==> src/rtl/msrv32_arb_pkg.sv <==
// Shared definitions for the msrv32 memory arbiter: FSM encoding,
// grant encoding, default parameters and the fetch byte mask.
package msrv32_arb_pkg;

    typedef enum logic [1:0] {
        IDLE   = 2'd0,
        BUSY_I = 2'd1,
        BUSY_D = 2'd2,
        RESP   = 2'd3
    } arb_state_e;

    typedef enum logic [1:0] {
        GNT_NONE = 2'd0,
        GNT_I    = 2'd1,
        GNT_D    = 2'd2
    } arb_grant_e;

    localparam int unsigned ARB_STARVE_LIMIT_DEF   = 4;
    localparam int unsigned ARB_TIMEOUT_CYCLES_DEF = 255;
    localparam logic [3:0]  ARB_FETCH_MASK         = 4'hF;

endpackage

==> src/rtl/msrv32_arb_priority.sv <==
// Combinational grant decision: data wins by default, fetch wins when
// it is alone or once it has lost STARVE_LIMIT arbitrations in a row.
module msrv32_arb_priority
    import msrv32_arb_pkg::*;
#(
    parameter int unsigned STARVE_LIMIT = ARB_STARVE_LIMIT_DEF
) (
    input  logic       i_req_in,
    input  logic       d_req_in,
    input  logic [3:0] starve_cnt_in,
    output arb_grant_e grant_out
);

    localparam logic [3:0] STARVE_LIM = 4'(STARVE_LIMIT);

    // Pick the winner from the live requests and the starvation count.
    always_comb begin
        grant_out = GNT_NONE;
        if (d_req_in && !(i_req_in && (starve_cnt_in == STARVE_LIM))) begin
            grant_out = GNT_D;
        end else if (i_req_in) begin
            grant_out = GNT_I;
        end
    end

endmodule

==> src/rtl/msrv32_mem_arbiter.sv <==
// Fetch / load-store arbiter for one single-port memory.
// Optional bus timeout enabled by defining MSRV32_ARB_TIMEOUT_EN.
module msrv32_mem_arbiter
    import msrv32_arb_pkg::*;
#(
    parameter int unsigned STARVE_LIMIT   = ARB_STARVE_LIMIT_DEF,
    parameter int unsigned TIMEOUT_CYCLES = ARB_TIMEOUT_CYCLES_DEF
) (
    input  logic        ms_riscv32_mp_clk_in,
    input  logic        ms_riscv32_mp_rst_in,
    input  logic        i_req_in,
    input  logic [31:0] i_addr_in,
    output logic [31:0] i_rdata_out,
    output logic        i_ack_out,
    input  logic        d_req_in,
    input  logic        d_we_in,
    input  logic [31:0] d_addr_in,
    input  logic [31:0] d_wdata_in,
    input  logic [3:0]  d_mask_in,
    output logic [31:0] d_rdata_out,
    output logic        d_ack_out,
    output logic        mem_req_out,
    output logic        mem_we_out,
    output logic [31:0] mem_addr_out,
    output logic [31:0] mem_wdata_out,
    output logic [3:0]  mem_mask_out,
    input  logic [31:0] mem_rdata_in,
    input  logic        mem_ready_in,
    output logic        stall_out,
    output logic        err_out
);

    localparam logic [3:0] STARVE_LIM = 4'(STARVE_LIMIT);

    if (STARVE_LIMIT < 1 || STARVE_LIMIT > 15) begin : g_bad_starve
        $error("msrv32_mem_arbiter: STARVE_LIMIT must be 1..15");
    end
    if (TIMEOUT_CYCLES < 1 || TIMEOUT_CYCLES > 65535) begin : g_bad_timeout
        $error("msrv32_mem_arbiter: TIMEOUT_CYCLES must be 1..65535");
    end

    arb_state_e  state_q, state_d;
    arb_grant_e  grant;
    logic [3:0]  starve_cnt_q, starve_cnt_d;
    logic        mem_req_q, mem_req_d;
    logic        mem_we_q, mem_we_d;
    logic [31:0] mem_addr_q, mem_addr_d;
    logic [31:0] mem_wdata_q, mem_wdata_d;
    logic [3:0]  mem_mask_q, mem_mask_d;
    logic        i_ack_q, i_ack_d;
    logic        d_ack_q, d_ack_d;
    logic [31:0] i_rdata_q, i_rdata_d;
    logic [31:0] d_rdata_q, d_rdata_d;
`ifdef MSRV32_ARB_TIMEOUT_EN
    localparam logic [15:0] TMO_LAST = 16'(TIMEOUT_CYCLES - 1);
    logic [15:0] tmo_cnt_q, tmo_cnt_d;
    logic        err_q, err_d;
`endif

    msrv32_arb_priority #(
        .STARVE_LIMIT(STARVE_LIMIT)
    ) u_priority (
        .i_req_in      (i_req_in),
        .d_req_in      (d_req_in),
        .starve_cnt_in (starve_cnt_q),
        .grant_out     (grant)
    );

    // Next-state, grant latching, completion capture and ack generation.
    always_comb begin
        state_d      = state_q;
        starve_cnt_d = starve_cnt_q;
        mem_req_d    = mem_req_q;
        mem_we_d     = mem_we_q;
        mem_addr_d   = mem_addr_q;
        mem_wdata_d  = mem_wdata_q;
        mem_mask_d   = mem_mask_q;
        i_ack_d      = 1'b0;
        d_ack_d      = 1'b0;
        i_rdata_d    = i_rdata_q;
        d_rdata_d    = d_rdata_q;
`ifdef MSRV32_ARB_TIMEOUT_EN
        tmo_cnt_d    = tmo_cnt_q;
        err_d        = 1'b0;
`endif
        case (state_q)
            IDLE: begin
                if (grant == GNT_I) begin
                    state_d      = BUSY_I;
                    starve_cnt_d = '0;
                    mem_req_d    = 1'b1;
                    mem_we_d     = 1'b0;
                    mem_addr_d   = i_addr_in;
                    mem_wdata_d  = '0;
                    mem_mask_d   = ARB_FETCH_MASK;
`ifdef MSRV32_ARB_TIMEOUT_EN
                    tmo_cnt_d    = '0;
`endif
                end else if (grant == GNT_D) begin
                    state_d     = BUSY_D;
                    mem_req_d   = 1'b1;
                    mem_we_d    = d_we_in;
                    mem_addr_d  = d_addr_in;
                    mem_wdata_d = d_wdata_in;
                    mem_mask_d  = d_mask_in;
                    if (i_req_in && (starve_cnt_q != STARVE_LIM)) begin
                        starve_cnt_d = starve_cnt_q + 4'd1;
                    end
`ifdef MSRV32_ARB_TIMEOUT_EN
                    tmo_cnt_d   = '0;
`endif
                end
            end
            BUSY_I, BUSY_D: begin
                if (mem_ready_in) begin
                    state_d   = RESP;
                    mem_req_d = 1'b0;
                    if (state_q == BUSY_I) begin
                        i_ack_d   = 1'b1;
                        i_rdata_d = mem_rdata_in;
                    end else begin
                        d_ack_d   = 1'b1;
                        d_rdata_d = mem_we_q ? '0 : mem_rdata_in;
                    end
`ifdef MSRV32_ARB_TIMEOUT_EN
                end else if (tmo_cnt_q == TMO_LAST) begin
                    state_d   = RESP;
                    mem_req_d = 1'b0;
                    err_d     = 1'b1;
                    if (state_q == BUSY_I) begin
                        i_ack_d   = 1'b1;
                        i_rdata_d = '0;
                    end else begin
                        d_ack_d   = 1'b1;
                        d_rdata_d = '0;
                    end
                end else begin
                    tmo_cnt_d = tmo_cnt_q + 16'd1;
`endif
                end
            end
            RESP: begin
                state_d = IDLE;
            end
            default: begin
                state_d = IDLE;
            end
        endcase
    end

    // State and registered outputs; reset abandons any access in flight.
    always_ff @(posedge ms_riscv32_mp_clk_in) begin
        if (!ms_riscv32_mp_rst_in) begin
            state_q      <= IDLE;
            starve_cnt_q <= '0;
            mem_req_q    <= 1'b0;
            mem_we_q     <= 1'b0;
            mem_addr_q   <= '0;
            mem_wdata_q  <= '0;
            mem_mask_q   <= '0;
            i_ack_q      <= 1'b0;
            d_ack_q      <= 1'b0;
            i_rdata_q    <= '0;
            d_rdata_q    <= '0;
`ifdef MSRV32_ARB_TIMEOUT_EN
            tmo_cnt_q    <= '0;
            err_q        <= 1'b0;
`endif
        end else begin
            state_q      <= state_d;
            starve_cnt_q <= starve_cnt_d;
            mem_req_q    <= mem_req_d;
            mem_we_q     <= mem_we_d;
            mem_addr_q   <= mem_addr_d;
            mem_wdata_q  <= mem_wdata_d;
            mem_mask_q   <= mem_mask_d;
            i_ack_q      <= i_ack_d;
            d_ack_q      <= d_ack_d;
            i_rdata_q    <= i_rdata_d;
            d_rdata_q    <= d_rdata_d;
`ifdef MSRV32_ARB_TIMEOUT_EN
            tmo_cnt_q    <= tmo_cnt_d;
            err_q        <= err_d;
`endif
        end
    end

    assign mem_req_out   = mem_req_q;
    assign mem_we_out    = mem_we_q;
    assign mem_addr_out  = mem_addr_q;
    assign mem_wdata_out = mem_wdata_q;
    assign mem_mask_out  = mem_mask_q;
    assign i_ack_out     = i_ack_q;
    assign d_ack_out     = d_ack_q;
    assign i_rdata_out   = i_rdata_q;
    assign d_rdata_out   = d_rdata_q;
    assign stall_out     = (i_req_in & ~i_ack_q) | (d_req_in & ~d_ack_q);
`ifdef MSRV32_ARB_TIMEOUT_EN
    assign err_out       = err_q;
`else
    assign err_out       = 1'b0;
`endif

endmodule

==> config.mk <==
export PLATFORM = sky130hd
export DESIGN_NAME = msrv32_mem_arbiter
export DESIGN_NICKNAME = d
export VERILOG_FILES = /design/src/rtl/msrv32_arb_pkg.sv /design/src/rtl/msrv32_arb_priority.sv /design/src/rtl/msrv32_mem_arbiter.sv
export SDC_FILE = /design/constraint.sdc
export NUM_CORES = 1
export LEC_CHECK = 0
export CELL_PAD_IN_SITES_DETAIL_PLACEMENT = 0
export CELL_PAD_IN_SITES_GLOBAL_PLACEMENT = 1
export CORE_MARGIN = 4
export CORE_UTILIZATION = 29
export CTS_CLUSTER_DIAMETER = 50
export DETAILED_ROUTE_END_ITERATION = 7
export PLACE_DENSITY = 0.92
export SYNTH_ARGS = -nofsm -noshare
export SYNTH_HDL_FRONTEND = slang
export SYNTH_HIERARCHICAL = 1
export SYNTH_SLANG_ARGS = --single-unit
==> constraint.sdc <==
create_clock -name ms_riscv32_mp_clk_in -period 2 [get_ports ms_riscv32_mp_clk_in]
set_input_delay 0.2 -clock ms_riscv32_mp_clk_in [delete_from_list [all_inputs] [get_ports ms_riscv32_mp_clk_in]]
set_output_delay 0.2 -clock ms_riscv32_mp_clk_in [all_outputs]
set_load 0.02 [all_outputs]
==> flow_metrics.py <==
metrics = {
    "run_status": {
        "status": "finished clean",
    },
    "power_and_ir_drop": {
        "p_per_area_nw_per_um2": 1206,
        "irDropWorstVdd_mv": 0.5125,
        "p_leak_nw": 3.349,
        "power.total_mw": 11.24,
    },
    "sta": {
        "skew_ns": 0.007165,
        "hold_ws_ns": 0.3631,
        "tns_ns": 0,
        "worst_pin_slew_ns": 0.5135,
        "slew_headroom_pct": 65.77,
        "setup_viol": 0,
        "fmax_mhz": 526.3,
        "hold_viol_final": 0,
        "period_minus_slack_ns": 1.900,
        "rsz0062_at_grt": "true",
        "period_share_pct": 95.00,
        "maxSlewViolCount": 0,
    },
    "synth": {
        "synthFlopType": "dfxtp_1",
        "ys_warn_count": 6,
        "synth_common_cells": "dfxtp_1, nand2_1, a21oi_1",
        "synth_top_area_share_pct": 51.17,
        "synthMostInstantiatedCell": "dfxtp_1",
        "yosysTopAreaCell": "dfxtp_1",
        "synth-edff-count": 0,
        "yosysUniqueCellTypes": 44,
        "synthTopCellsByArea": "dfxtp_1, nand2_1, a21oi_1",
        "syn_area_per_cell_um2": 9.416,
        "synth-seq-cells": 142,
        "netlist_instances": 590,
        "async_reset_ff_share_pct": 0,
        "synth_area_um2": 5555,
        "synth_fp_nets": 734,
        "yosysSeqAreaShare_pct": 51.17,
    },
    "global_routing": {
        "grt_pass1_wl_um": 27210,
        "antenna_found_initial": 0,
        "grt_overflow": 0,
        "first_global_vias": 5079,
        "grt_start_max_net_pins": 56,
        "grt_use_total_pct": 15.85,
    },
    "setup_path": {
        "cp_slowest_cell": "dfxtp_1",
        "path_class": "reg -> reg",
        "cpMostUsedCell": "buf_12",
        "cp.buffers_inverters": 2,
        "critPathLaunchType": "register",
        "worst-path-stages": 8,
        "r2r_cells": 8,
        "cpPeakStageDelay_ns": 0.34,
        "end_kind": "register",
        "crit_fanout": 28,
        "path_cells": "nor4b_4 -> o21a_1 -> ha_4 -> nor2b_4 -> buf_12 -> buf_12 -> nor2_1 -> a211oi_1",
        "cp_top_family": "simple AND/OR/NAND/NOR gates",
        "cp.arrival_ns": 2.21,
        "cp_data_required_time_ns": 2.31,
    },
    "routing": {
        "routedWlPerCell_um": 15.96,
        "drt-pass1-iter-count": 4,
        "drt_iter0_drc": 200,
        "drcViolationCount": 0,
        "final_antenna_net_count": 0,
        "drt_wl_total_um": 17760,
        "vias_per_cell": 4.742,
        "vias": 5278,
    },
    "placement": {
        "portBuffers": 274,
        "dpl.hpwl_um": 12730,
        "place_inst": 1078,
        "place_congestion": 0.8060,
        "placed_area_um2": 8637,
    },
    "clock_network": {
        "cts_tree": "built",
        "htree_levels": 4,
        "clockBufferDepth": 2,
        "cts_sinks": 142,
        "cts_made_buffers": 17,
        "cts_hold_buf": 0,
        "clk_pin_slew_worst_paths_ns": 0.06,
        "worstSkewPairLatency_ns": 0.41,
        "cts-root-buf": "clkbuf_16",
    },
    "cells_and_area": {
        "final_nets": 1010,
        "n_antenna_cell": 0,
        "stdcell_area_um2": 9318,
        "final_cells": 1113,
        "drive_gt1_share_pct": 8.987,
        "syn2layout_area_growth_pct": 67.73,
    },
    "floorplan": {
        "core_um2": 18770,
        "io_pins": 276,
        "dieArea_um2": 21430,
        "die_h_um": 146.4,
        "dieWidth_um": 146.4,
        "placement_rows": 50,
        "start_util_pct": 29.60,
    },
    "hold_path": {
        "min_path_cells": 3,
        "timing.hold.worst.class": "in -> reg",
    },
    "flow_run": {
        "cap_violations": 0,
    },
}
[power by group]
| group | total (mW) | internal [mW] | switching (mW) |
|---|---|---|---|
| clock network | 3.14 | 1.88 | 1.26 |
| logic | 4.41 | 2.10 | 2.31 |
| registers | 3.69 | 3.40 | 0.287 |
[state kept, by name (all words and copies together) (netlist names)]
signal,flops
d_ack_out,1
d_rdata_out,32
i_ack_out,1
i_rdata_out,32
mem_addr_out,32
mem_mask_out,4
mem_req_out,1
mem_wdata_out,32
mem_we_out,1
starve_cnt_q,4
state_q,2
[worst reg2reg max path, delay by kind of cell (launching register included)]
kind	cells	cell delay [ns]
and+or+nand+nor	3	0.49
AOI/OAI and AO/OA	2	0.42
DFF	1	0.34
buffers and inverters	2	0.32
adders and majority gates	1	0.23
[worst paths after layout]
kind | start | to | slack (ns)
worst max-delay path | starve_cnt_q[1]$_SDFFE_PN0P_ | mem_addr_out[27]$_SDFFE_PN0P_ | 0.1
worst min-delay path | d_wdata_in[15] | mem_wdata_out[15]$_SDFFE_PN0P_ | 0.36
worst max register to register | starve_cnt_q[1]$_SDFFE_PN0P_ | mem_addr_out[27]$_SDFFE_PN0P_ | 0.1
worst min register to register | mem_wdata_out[17]$_SDFFE_PN0P_ | mem_wdata_out[17]$_SDFFE_PN0P_ | 0.45
[area by class of cell]
type	instances	area, µm²
Clock buffer	20	446.7
Clock inverter	12	136.4
Fill cell	1753	9450
Inverter	11	42.54
Multi-Input combinational cell	387	2424
Sequential cell	142	2843
Tap cell	234	292.8
Timing Repair Buffer	307	3133
[layer usage]
layer	up-vias	global-route usage, %	part of all wire, %
li1	2608	-	-
met3	17	7.449	10
met4	0	4.845	1.3
met1	2406	18.71	42
met5	-	0	0
met2	247	25.72	46
[stage by stage]
stage / utilization, % / setup WS, ns
after detailed placement: 46.02 / -0.1340
after floorplan: - / 0.1136
after global routing: 49.65 / -0.01321
final: 49.65 / 0.09997
after CTS: 49.13 / 0.04590
after global placement: 46.02 / -0.04236
[cells by family after synthesis]
logic type,synth area share [%]
mux,5.946
simple gates,17.34
buf+inv,5.969
flops,51.17
compound gates,18.15
fa+ha+maj,1.351
other cells,0.06750
[placed cells by master (no fill, tap or decap), types with 5 or more instances in the layout]
cell	instances
clkdlybuf4s50_1	274
dfxtp_1	142
nand2_1	102
a21oi_1	70
nor2_1	40
nand3b_1	34
mux2i_1	33
a22o_1	32
a211oi_1	26
buf_4	23
clkbuf_16	19
inv_1	10
nor3_1	8
a211oi_2	7
buf_12	7
ha_1	5
[repair_timing]
action                                  4_1_cts  5_1_grt
resized for setup                             0        5
endpoints found under the setup margin        0       36
setup buffers                                 0        1
Note: power is estimated with default switching activity, not from simulation.
